<file path="src/rtl/word_packer.sv">
// word_packer
//
// Width up-converter between two read/write-enable buffer stages. Consecutive
// WIDTH-bit words are popped from an upstream buffer and packed, first word in
// the least significant lane, into RATIO*WIDTH-bit words. Each packed word is
// pushed into a downstream buffer together with a count of its valid lanes. A
// flush request emits a partially filled word without waiting for RATIO words.
//
// Ports:
//   clock             single clock, all state updates on its rising edge
//   reset             synchronous, active-high
//   empty             upstream buffer has no data
//   read_enable       pop one word from upstream this cycle
//   read_data         upstream head word, sampled when read_enable=1
//   full              downstream buffer cannot accept a write
//   write_enable      push write_data/write_count downstream this cycle
//   write_data        packed word, first received word in bits [WIDTH-1:0]
//   write_count       number of valid lanes in write_data (1..RATIO)
//   flush             level request to emit the partial accumulator
//   flush_acknowledge flush honoured at this rising edge

module word_packer #(
    parameter int WIDTH = 8,
    parameter int RATIO = 4
) (
    input  logic                         clock,
    input  logic                         reset,
    input  logic                         empty,
    output logic                         read_enable,
    input  logic [WIDTH-1:0]             read_data,
    input  logic                         full,
    output logic                         write_enable,
    output logic [RATIO*WIDTH-1:0]       write_data,
    output logic [$clog2(RATIO+1)-1:0]   write_count,
    input  logic                         flush,
    output logic                         flush_acknowledge
);

    localparam int CW = $clog2(RATIO + 1);
    localparam int LW = $clog2(RATIO);
    localparam int AW = (RATIO - 1) * WIDTH;
    localparam logic [LW-1:0] LAST_LANE = LW'(RATIO - 1);

    logic [LW-1:0]          fill;
    logic [LW-1:0]          fill_next;
    logic [AW-1:0]          acc;
    logic [AW-1:0]          acc_next;
    logic [RATIO*WIDTH-1:0] out_data;
    logic [RATIO*WIDTH-1:0] out_data_next;
    logic [CW-1:0]          out_count;
    logic [CW-1:0]          out_count_next;
    logic                   out_valid;
    logic                   out_valid_next;

    logic                   slot_free;
    logic                   load;
    logic [CW-1:0]          cand_count;
    logic [RATIO*WIDTH-1:0] cand_data;

    // Handshake outputs. The output register is free when it is empty or is
    // being drained this cycle, so a new word may land in it at the same edge.
    // Reset forces every enable low even before the first clock edge.
    always_comb begin
        slot_free         = !out_valid || !full;
        read_enable       = !reset && !empty && ((fill != LAST_LANE) || slot_free);
        write_enable      = !reset && out_valid && !full;
        flush_acknowledge = !reset && flush && slot_free;
        write_data        = out_data;
        write_count       = out_count;
    end

    // Candidate word: the accumulated lanes plus any word read at this edge.
    // Accumulator lanes at or above fill are always zero, so placing the
    // incoming word at lane fill on top of the zero-extended accumulator gives
    // the packed word with its upper lanes already cleared.
    always_comb begin
        cand_count = CW'(fill) + CW'(read_enable);
        cand_data  = {{WIDTH{1'b0}}, acc};
        if (read_enable) begin
            cand_data[int'(fill)*WIDTH +: WIDTH] = read_data;
        end
        load = (read_enable && (fill == LAST_LANE)) ||
               (flush_acknowledge && (cand_count != '0));
    end

    // Next-state logic. A load (full pack or non-empty flush) moves the
    // candidate into the output register and clears the accumulator; an
    // empty flush falls through and changes nothing. Without a load, a read
    // stores the word in the next free lane and a completed write empties
    // the output register.
    always_comb begin
        fill_next      = fill;
        acc_next       = acc;
        out_data_next  = out_data;
        out_count_next = out_count;
        out_valid_next = out_valid;

        if (load) begin
            fill_next      = '0;
            acc_next       = '0;
            out_data_next  = cand_data;
            out_count_next = cand_count;
            out_valid_next = 1'b1;
        end else begin
            if (read_enable) begin
                acc_next[int'(fill)*WIDTH +: WIDTH] = read_data;
                fill_next = fill + LW'(1);
            end
            if (write_enable) begin
                out_valid_next = 1'b0;
            end
        end
    end

    // State registers; reset discards both partial and pending data.
    always_ff @(posedge clock) begin
        if (reset) begin
            fill      <= '0;
            acc       <= '0;
            out_data  <= '0;
            out_count <= '0;
            out_valid <= 1'b0;
        end else begin
            fill      <= fill_next;
            acc       <= acc_next;
            out_data  <= out_data_next;
            out_count <= out_count_next;
            out_valid <= out_valid_next;
        end
    end

endmodule

</file>
<file path="config.mk">
export PLATFORM = sky130hd
export DESIGN_NAME = word_packer
export DESIGN_NICKNAME = d
export VERILOG_FILES = /design/src/rtl/word_packer.sv
export SDC_FILE = /design/constraint.sdc
export NUM_CORES = 1
export LEC_CHECK = 0
export ABC_AREA = 1
export CORE_MARGIN = 2
export CORE_UTILIZATION = 56
export CTS_CLUSTER_SIZE = 14
export DETAILED_ROUTE_END_ITERATION = 7
export PLACE_DENSITY = 0.84
export SYNTH_ARGS = -nofsm -noshare
export SYNTH_HDL_FRONTEND = slang
export SYNTH_SLANG_ARGS = --single-unit
</file>
<file path="constraint.sdc">
create_clock -name clock -period 5.1 [get_ports clock]
set_input_delay 0.765 -clock clock [delete_from_list [all_inputs] [get_ports clock]]
set_output_delay 0.765 -clock clock [all_outputs]
set_load 0.02 [all_outputs]
</file>
* Word-level counts from Yosys, hierarchy flattened
Cells that the tools add are included.
Cells by class: add/subtract/negate cells 3, eq/ne operators 2, shift-type cells 4, mux-type cells 5, reductions and logical operators 18
Operators with widths (number):
- 5-bit negation with 33-bit output | 1
- 8-bit by 33-bit variable shift with 24-bit output, first input constant | 1
- 8-bit by 33-bit variable shift with 32-bit output, first input constant | 1
- 8-bit by 33-bit indexed part select with 24-bit output | 1
- 8-bit by 33-bit indexed part select with 32-bit output | 1
- 32-bit bitwise mux | 1
- 32-bit two-way mux | 1
- 24-bit bitwise mux | 1
- 1-bit logical AND | 8
- 1-bit logical NOT | 4
- 2-bit by 1-bit adder with 3-bit output | 1
- 1-bit logical OR | 3
- 3-bit nonzero test | 1
- 2-bit by 1-bit adder with 2-bit output, second input constant | 1
- 2-bit equality test, second input constant | 1
- 1-bit two-way mux | 2
- 2-bit != test, second input constant | 1
- 2-bit nonzero test | 1
- 2-bit OR reduction | 1
Storage, ports and cells: flip-flop bits (word level) 62, bits of input ports 13, output and inout port bits 38

* Logic depth before layout (Yosys ltp)
Gate-level depths: netlist of run 1.
word-level depth 9, gate-level depth with buffers 14, mapped depth without buffers 12

* Worst setup path after synthesis of run 1
No wires, ideal clock.
path type input-to-output, start input reset, end output write_enable, data arrival time 1756 ps, setup slack 2579 ps, cell stages on the path 5, path buffers 2, cell sequence inv_1 -> clkbuf_1 -> clkbuf_1 -> nand2_1 -> nor2_1
On the way: word-level cells in the longest chain between the ends 3
Ends and longest elaborated chain:
- start, declared | RTL line 27 | input logic reset,
- 1-bit logical NOT | RTL line 66 | write_enable = !reset && out_valid && !full;
- 1-bit logical AND (2 in series) | RTL line 66
- end, declared | RTL line 32 | output logic write_enable,
No other way between the ends.

* Worst setup path in the final report of run 1
start register fill[0], end register out_valid
On the way: word-level cells in the longest chain between the ends 8, elaborated cells between the ends (all ways) 11
Ends and longest elaborated chain:
- start, declared | RTL line 44 | logic [LW-1:0] fill;
- start signal, assigned | RTL line 124 | fill <= fill_next;
- 2-bit != test | RTL line 65 | read_enable = !reset && !empty && ((fill != LAST_LANE) || slot_free);
- 1-bit logical OR | RTL line 65
- 1-bit logical AND | RTL line 65
- 2-bit by 1-bit adder with 3-bit output * | RTL line 77 | cand_count = CW'(fill) + CW'(read_enable);
- named net cand_count[1] | RTL line 57 | logic [CW-1:0] cand_count;
- 3-bit nonzero test * | RTL line 83 | (flush_acknowledge && (cand_count != '0));
- 1-bit logical AND * | RTL line 83
- 1-bit logical OR * | RTL line 82 | load = (read_enable && (fill == LAST_LANE)) ||
- 1-bit two-way mux / 2-bit nonzero test (equally long branches)
- end signal, assigned | RTL line 128 | out_valid <= out_valid_next;
- end, declared | RTL line 52 | logic out_valid;
Mark *: on every way through the listed nets, which the timed path passes. The rest lies on a longest branch. A chain may end at the register's enable or synchronous reset.

==> flow_summary.yaml, run 1 <==
status:
  status: "completed"
setup_path:
  worstPathArrival_ps: 3820
  critPathLaunch: "fill[0]"
  startpoint_type: "flop"
  crit_type: "flop to flop"
  crit_required_ps: 5330
  crit_chain: "ha_1 > nand3_2 > nand3_1 > inv_1 > ha_1 > nor2_1 > nand3_1 > nand2_2 > nand2_1 > o21ai_0 > inv_1"
  end_kind: "flop"
  cp_slowest_cell: "dfxtp_1"
  worstPathMaxFanout: 26
  r2r_start: "fill[0]"
  cpPeakStageDelay_ps: 660
floorplanning:
  dieWidth_um: 75.0
  start_util: 0.590
  num_rows: 25
  dieArea_mm2: 0.00563
  ioPinCount: 51
  die_h_um: 75.0
  core_mm2: 0.00479
hold_path:
  hp-start: "write_data[5]"
  min_path_type: "flop to flop"
clock_network:
  cts_hold_buf: 0
  clkTransAtPathRegs_ps: 70
  ctsHtreeMaxLevel: 3
  cts_tree: "built"
  clock_sinks: 62
  post_cts_buffers: 0
  cts_resized: 0
  root_buffer: "clkbuf_8"
  clock_latency_ps: 340
  clk_path_buf_depth: 2
  cts_buffers: 9
timing:
  max_freq_ghz: 0.279
  hold_viol_final: 0
  hold_ws_ps: 484
  post-route-period-util: 0.704
  max_slew_margin: 0.439
  finalSetupViolations: 0
  tightest_slew_ps: 839
  period_minus_slack_ps: 3590
  slew_viol_final: 0
  rsz0062_at_grt: "false"
  fin_skew_ps: 7.81
  setup_tns_ps: 0
global_routing:
  met3_usage: 0.0750
  grt.met2_usage: 0.407
  grt-ovfl-total: 0
  grt.busiest_layer: "met2"
  grt_max_degree: 39
  grt_pass1_vias: 2346
  grt_pass1_wl_um: 10500
  grtUsageMet1: 0.311
  grt_antenna_before_repair: 0
  grt_usage: 0.250
synth:
  synth_area_mm2: 0.00283
  yosysMostFrequentCell: "nor2_1"
  synth-main-ff-cell: "dfxtp_1"
  ys_ff_latch: 62
  yosysSeqAreaShare: 0.439
  syn_nets: 429
  synth_common_cells: "nor2_1, nand2_1, dfxtp_1"
  yosysWarnings: 0
  avgSynthCellArea_um2: 6.91
  synth_cell_type_count: 23
  synthArstFlopShare: 0
  synth_edf_count: 0
  synth_largest_area_cell: "dfxtp_1"
  synth.top_cell.area_share: 0.439
  synthTopCellsByArea: "dfxtp_1, nor2_1, nand2_1"
  netlist_instances: 409
final_layout:
  diodes: 0
  area_growth_pct: 25.8
  n_fill_cell: 382
  drive_above_1_share: 0.0524
  regArea_mm2: 0.00124
  multi_input_area_mm2: 0.00136
  nets: 473
routing:
  drt_iter0_drc: 187
  vias: 2655
  drtPass1Iterations: 5
  via_per_inst: 5.06
  wl_um: 6650
  drtAntennaViolNets: 0
  route.detailed.drc: 0
  wire_per_inst_um: 12.7
place:
  place.gp.congestion: 0.879
  dp.final_hpwl_um: 4400
  port_buffers: 50
power:
  power_density_mw_per_mm2: 332
  p_leak_nw: 1.70
  ir_drop_mv: 0.215
run:
  max_cap_viol_count: 0
[critical path: cells and delay by family (launching register included)]
family / cells / cell delay, ps
AOI/OAI and AO/OA: 1 / 310
adders and majority gates: 2 / 640
buffers and inverters: 2 / 130
DFF: 1 / 660
and+or+nand+nor: 6 / 1720
[path summary, 6_finish.rpt]
path                         to  depth (start not counted)  slack (ps)
hold / removal    write_data[5]                          2         480
hold reg to reg   write_data[5]                          2         480
setup reg to reg      out_valid                         11        1510
setup / recovery      out_valid                         11        1510
[metal layers]
metal / vias up / part of all wire
met5: - / 0
met4: 0 / 0.014
li1: 1354 / -
met2: 90 / 0.48
met3: 13 / 0.065
met1: 1198 / 0.45
[metrics by stage]
stage | util | cells | worst slack [ps] | instance area, um2 | power [W]
CTS | 0.742 | 525 | 1600 | 3550 | 0.00118
finish | 0.742 | 525 | 1510 | 3550 | 0.00118
global placement | 0.698 | 509 | 1380 | 3340 | 0.000711
detailed placement | 0.698 | 509 | 1300 | 3340 | 0.000714
floorplan | - | 409 | 2580 | 2830 | 0.000647
global route | 0.742 | 525 | 1230 | 3550 | 0.00123
[area by class of cell]
cell class	instances	area share
multi-input cells	291	0.382
flip-flops and latches	62	0.349
well taps	67	0.0236
inverters	37	0.0391
clock inverters	4	0.0197
clock buffers	12	0.0408
repair buffers	52	0.145
[cells by family after synthesis]
| family | share of synthesized area |
|---|---|
| AND/OR/NAND/NOR | 0.425 |
| flip-flops | 0.439 |
| buffers and inverters | 0.0797 |
| AO/OA/AOI/OAI | 0.0252 |
| adder cells (fa/ha/maj) | 0.0310 |
[cell usage in the layout (no fill, tap or decap), drive strengths merged, types with 9 or more instances in the layout]
master	count
clkbuf	12
dfxtp	62
nand2	105
inv	37
o21ai	9
nor2	112
nand3b	25
clkdlybuf4s50	50
nand3	13
[registers in the layout, indices dropped and copies added (netlist names)]
signal and flops:
write_count 3, fill 2, acc 24, out_valid 1
write_data 32
[power breakdown]
part	total, W	internal (W)	switching, W
Clock	0.000473	0.000287	0.000185
Combinational	0.000184	0.0000749	0.000109
Sequential	0.000521	0.000508	0.0000127
Total	0.00118	0.000871	0.000307
(Power assumes the default switching activity.)
==> inputs of run 2 (changes only) <==
CORE_UTILIZATION = 52   (was 56)
PLACE_DENSITY = 0.79   (was 0.84)
clock period = 3.6 ns   (was 5.1 ns; I/O delays follow)
==> run 2 against run 1 <==
Against the previous run:
- routed wire length down 2.5%
- non-clock buffer count up 1
- sequential share of layout area down 0.17 points
- die area up 7.3%
- first-iteration DRC count down 43%
- largest power group unchanged
==> flow_summary.yaml, run 2 (same netlist as run 1, synthesis figures left out) <==
status:
  status: "completed"
routing:
  via_per_inst: 4.91
  wire_per_inst_um: 12.3
  drtAntennaViolNets: 0
  drtPass1Iterations: 4
  drt_iter0_drc: 106
  route.detailed.drc: 0
  vias: 2600
  wl_um: 6490
floorplanning:
  dieWidth_um: 77.7
  num_rows: 26
  dieArea_mm2: 0.00604
  core_mm2: 0.00517
  start_util: 0.546
  ioPinCount: 51
  die_h_um: 77.7
place:
  place.gp.congestion: 0.889
  place_area_mm2: 0.00335
  dp.final_hpwl_um: 4390
  port_buffers: 50
clock_network:
  clock_latency_ps: 340
  ctsHtreeMaxLevel: 3
  root_buffer: "clkbuf_8"
  clock_sinks: 62
  clk_path_buf_depth: 2
  post_cts_buffers: 0
  clkTransAtPathRegs_ps: 70
  cts_resized: 0
  cts_tree: "built"
  cts_hold_buf: 0
  cts_buffers: 9
timing:
  fin_skew_ps: 8.98
  post-route-period-util: 0.855
  tightest_slew_ps: 858
  hold_viol_final: 0
  setup_tns_ps: 0
  slew_viol_final: 0
  rsz0062_at_grt: "false"
  max_freq_ghz: 0.325
  max_slew_margin: 0.426
  period_minus_slack_ps: 3080
  hold_ws_ps: 486
  finalSetupViolations: 0
final_layout:
  area_growth_pct: 26.4
  final_cell_mix: "nor2_1, nand2_1, dfxtp_1"
  design_area_mm2: 0.00357
  drive_above_1_share: 0.0588
  nets: 474
  largest_reg_flops: 32
  fin_util: 0.690
  regArea_mm2: 0.00124
  multi_input_area_mm2: 0.00136
  n_fill_cell: 435
  diodes: 0
  layout_commonest_cell: "nor2_1"
setup_path:
  startpoint_type: "flop"
  worstPathMaxFanout: 22
  crit_chain: "ha_1 > nand3_2 > nand3_1 > inv_1 > ha_1 > nor2_1 > nand3_1 > nand2_2 > nand2_1 > o21ai_0 > inv_1"
  end_kind: "flop"
  cp_slowest_cell: "dfxtp_1"
  crit_required_ps: 3840
  path_buf_inv: 2
  worstPathArrival_ps: 3310
  crit_type: "flop to flop"
  cpPeakStageDelay_ps: 660
  cpLargestDelayFamily: "simple AND/OR/NAND/NOR gates"
power:
  ir_drop_mv: 0.326
  p_leak_nw: 1.70
  fin_total_pwr_w: 0.00168
  power_density_mw_per_mm2: 471
hold_path:
  min_path_type: "flop to flop"
global_routing:
  grt_max_degree: 39
  grt_pass1_wl_um: 11100
  grt_antenna_before_repair: 0
  grt-ovfl-total: 0
  grt_usage: 0.233
  grt_pass1_vias: 2457
run:
  max_cap_viol_count: 0
[run 2: cell count changes in the layout (fill, tap and decap cells not counted), sizes merged]
cell      previous run  this run
buf                  2         3
clkbuf              12         9
inv                 37        38
clkinvlp             0         2
[run 2: worst min-delay path, cell delays in order (launching register included)]
cell	delay, ps
dfxtp_1	310
nor2_1	90
nor2_1	50
[run 2: worst paths after layout]
kind,endpoint,cells after the start,slack [ps],startpoint
setup / recovery,out_valid,11,520,fill[0]
hold / removal,write_data[10],2,490,write_data[10]
setup reg to reg,out_valid,11,520,fill[0]
hold reg to reg,write_data[10],2,490,write_data[10]
[run 2: area by class of cell]
type	count	share of cell area
clock buffers	9	0.0347
inverters	37	0.0389
well taps	70	0.0245
multi-input cells	291	0.381
clock inverters	7	0.0273
flip-flops and latches	62	0.348
repair buffers	53	0.146
[run 2: per-stage QoR]
step | worst slack (ps) | cells
2_1_floorplan | 1210 | 409
3_3_place_gp | 551 | 513
3_5_place_dp | 474 | 513
4_1_cts | 523 | 529
5_1_grt | 255 | 529
6_report | 522 | 529
[run 2: where the power goes]
part           internal, W  total, W  leakage (nW)  switching (W)
clock network     0.000391  0.000681         0.106       0.000289
logic             0.000107  0.000262          1.09       0.000155
registers         0.000720  0.000738         0.504      0.0000185
total              0.00122   0.00168          1.70       0.000463
[run 2: metal layers]
metal | routed length (um) | up-vias | track usage
li1 | - | 1359 | -
met1 | 3080 | 1160 | 0.298
met2 | 2990 | 65 | 0.372
met3 | 308 | 16 | 0.0535
met4 | 105 | 0 | 0.107
met5 | 0 | - | 0
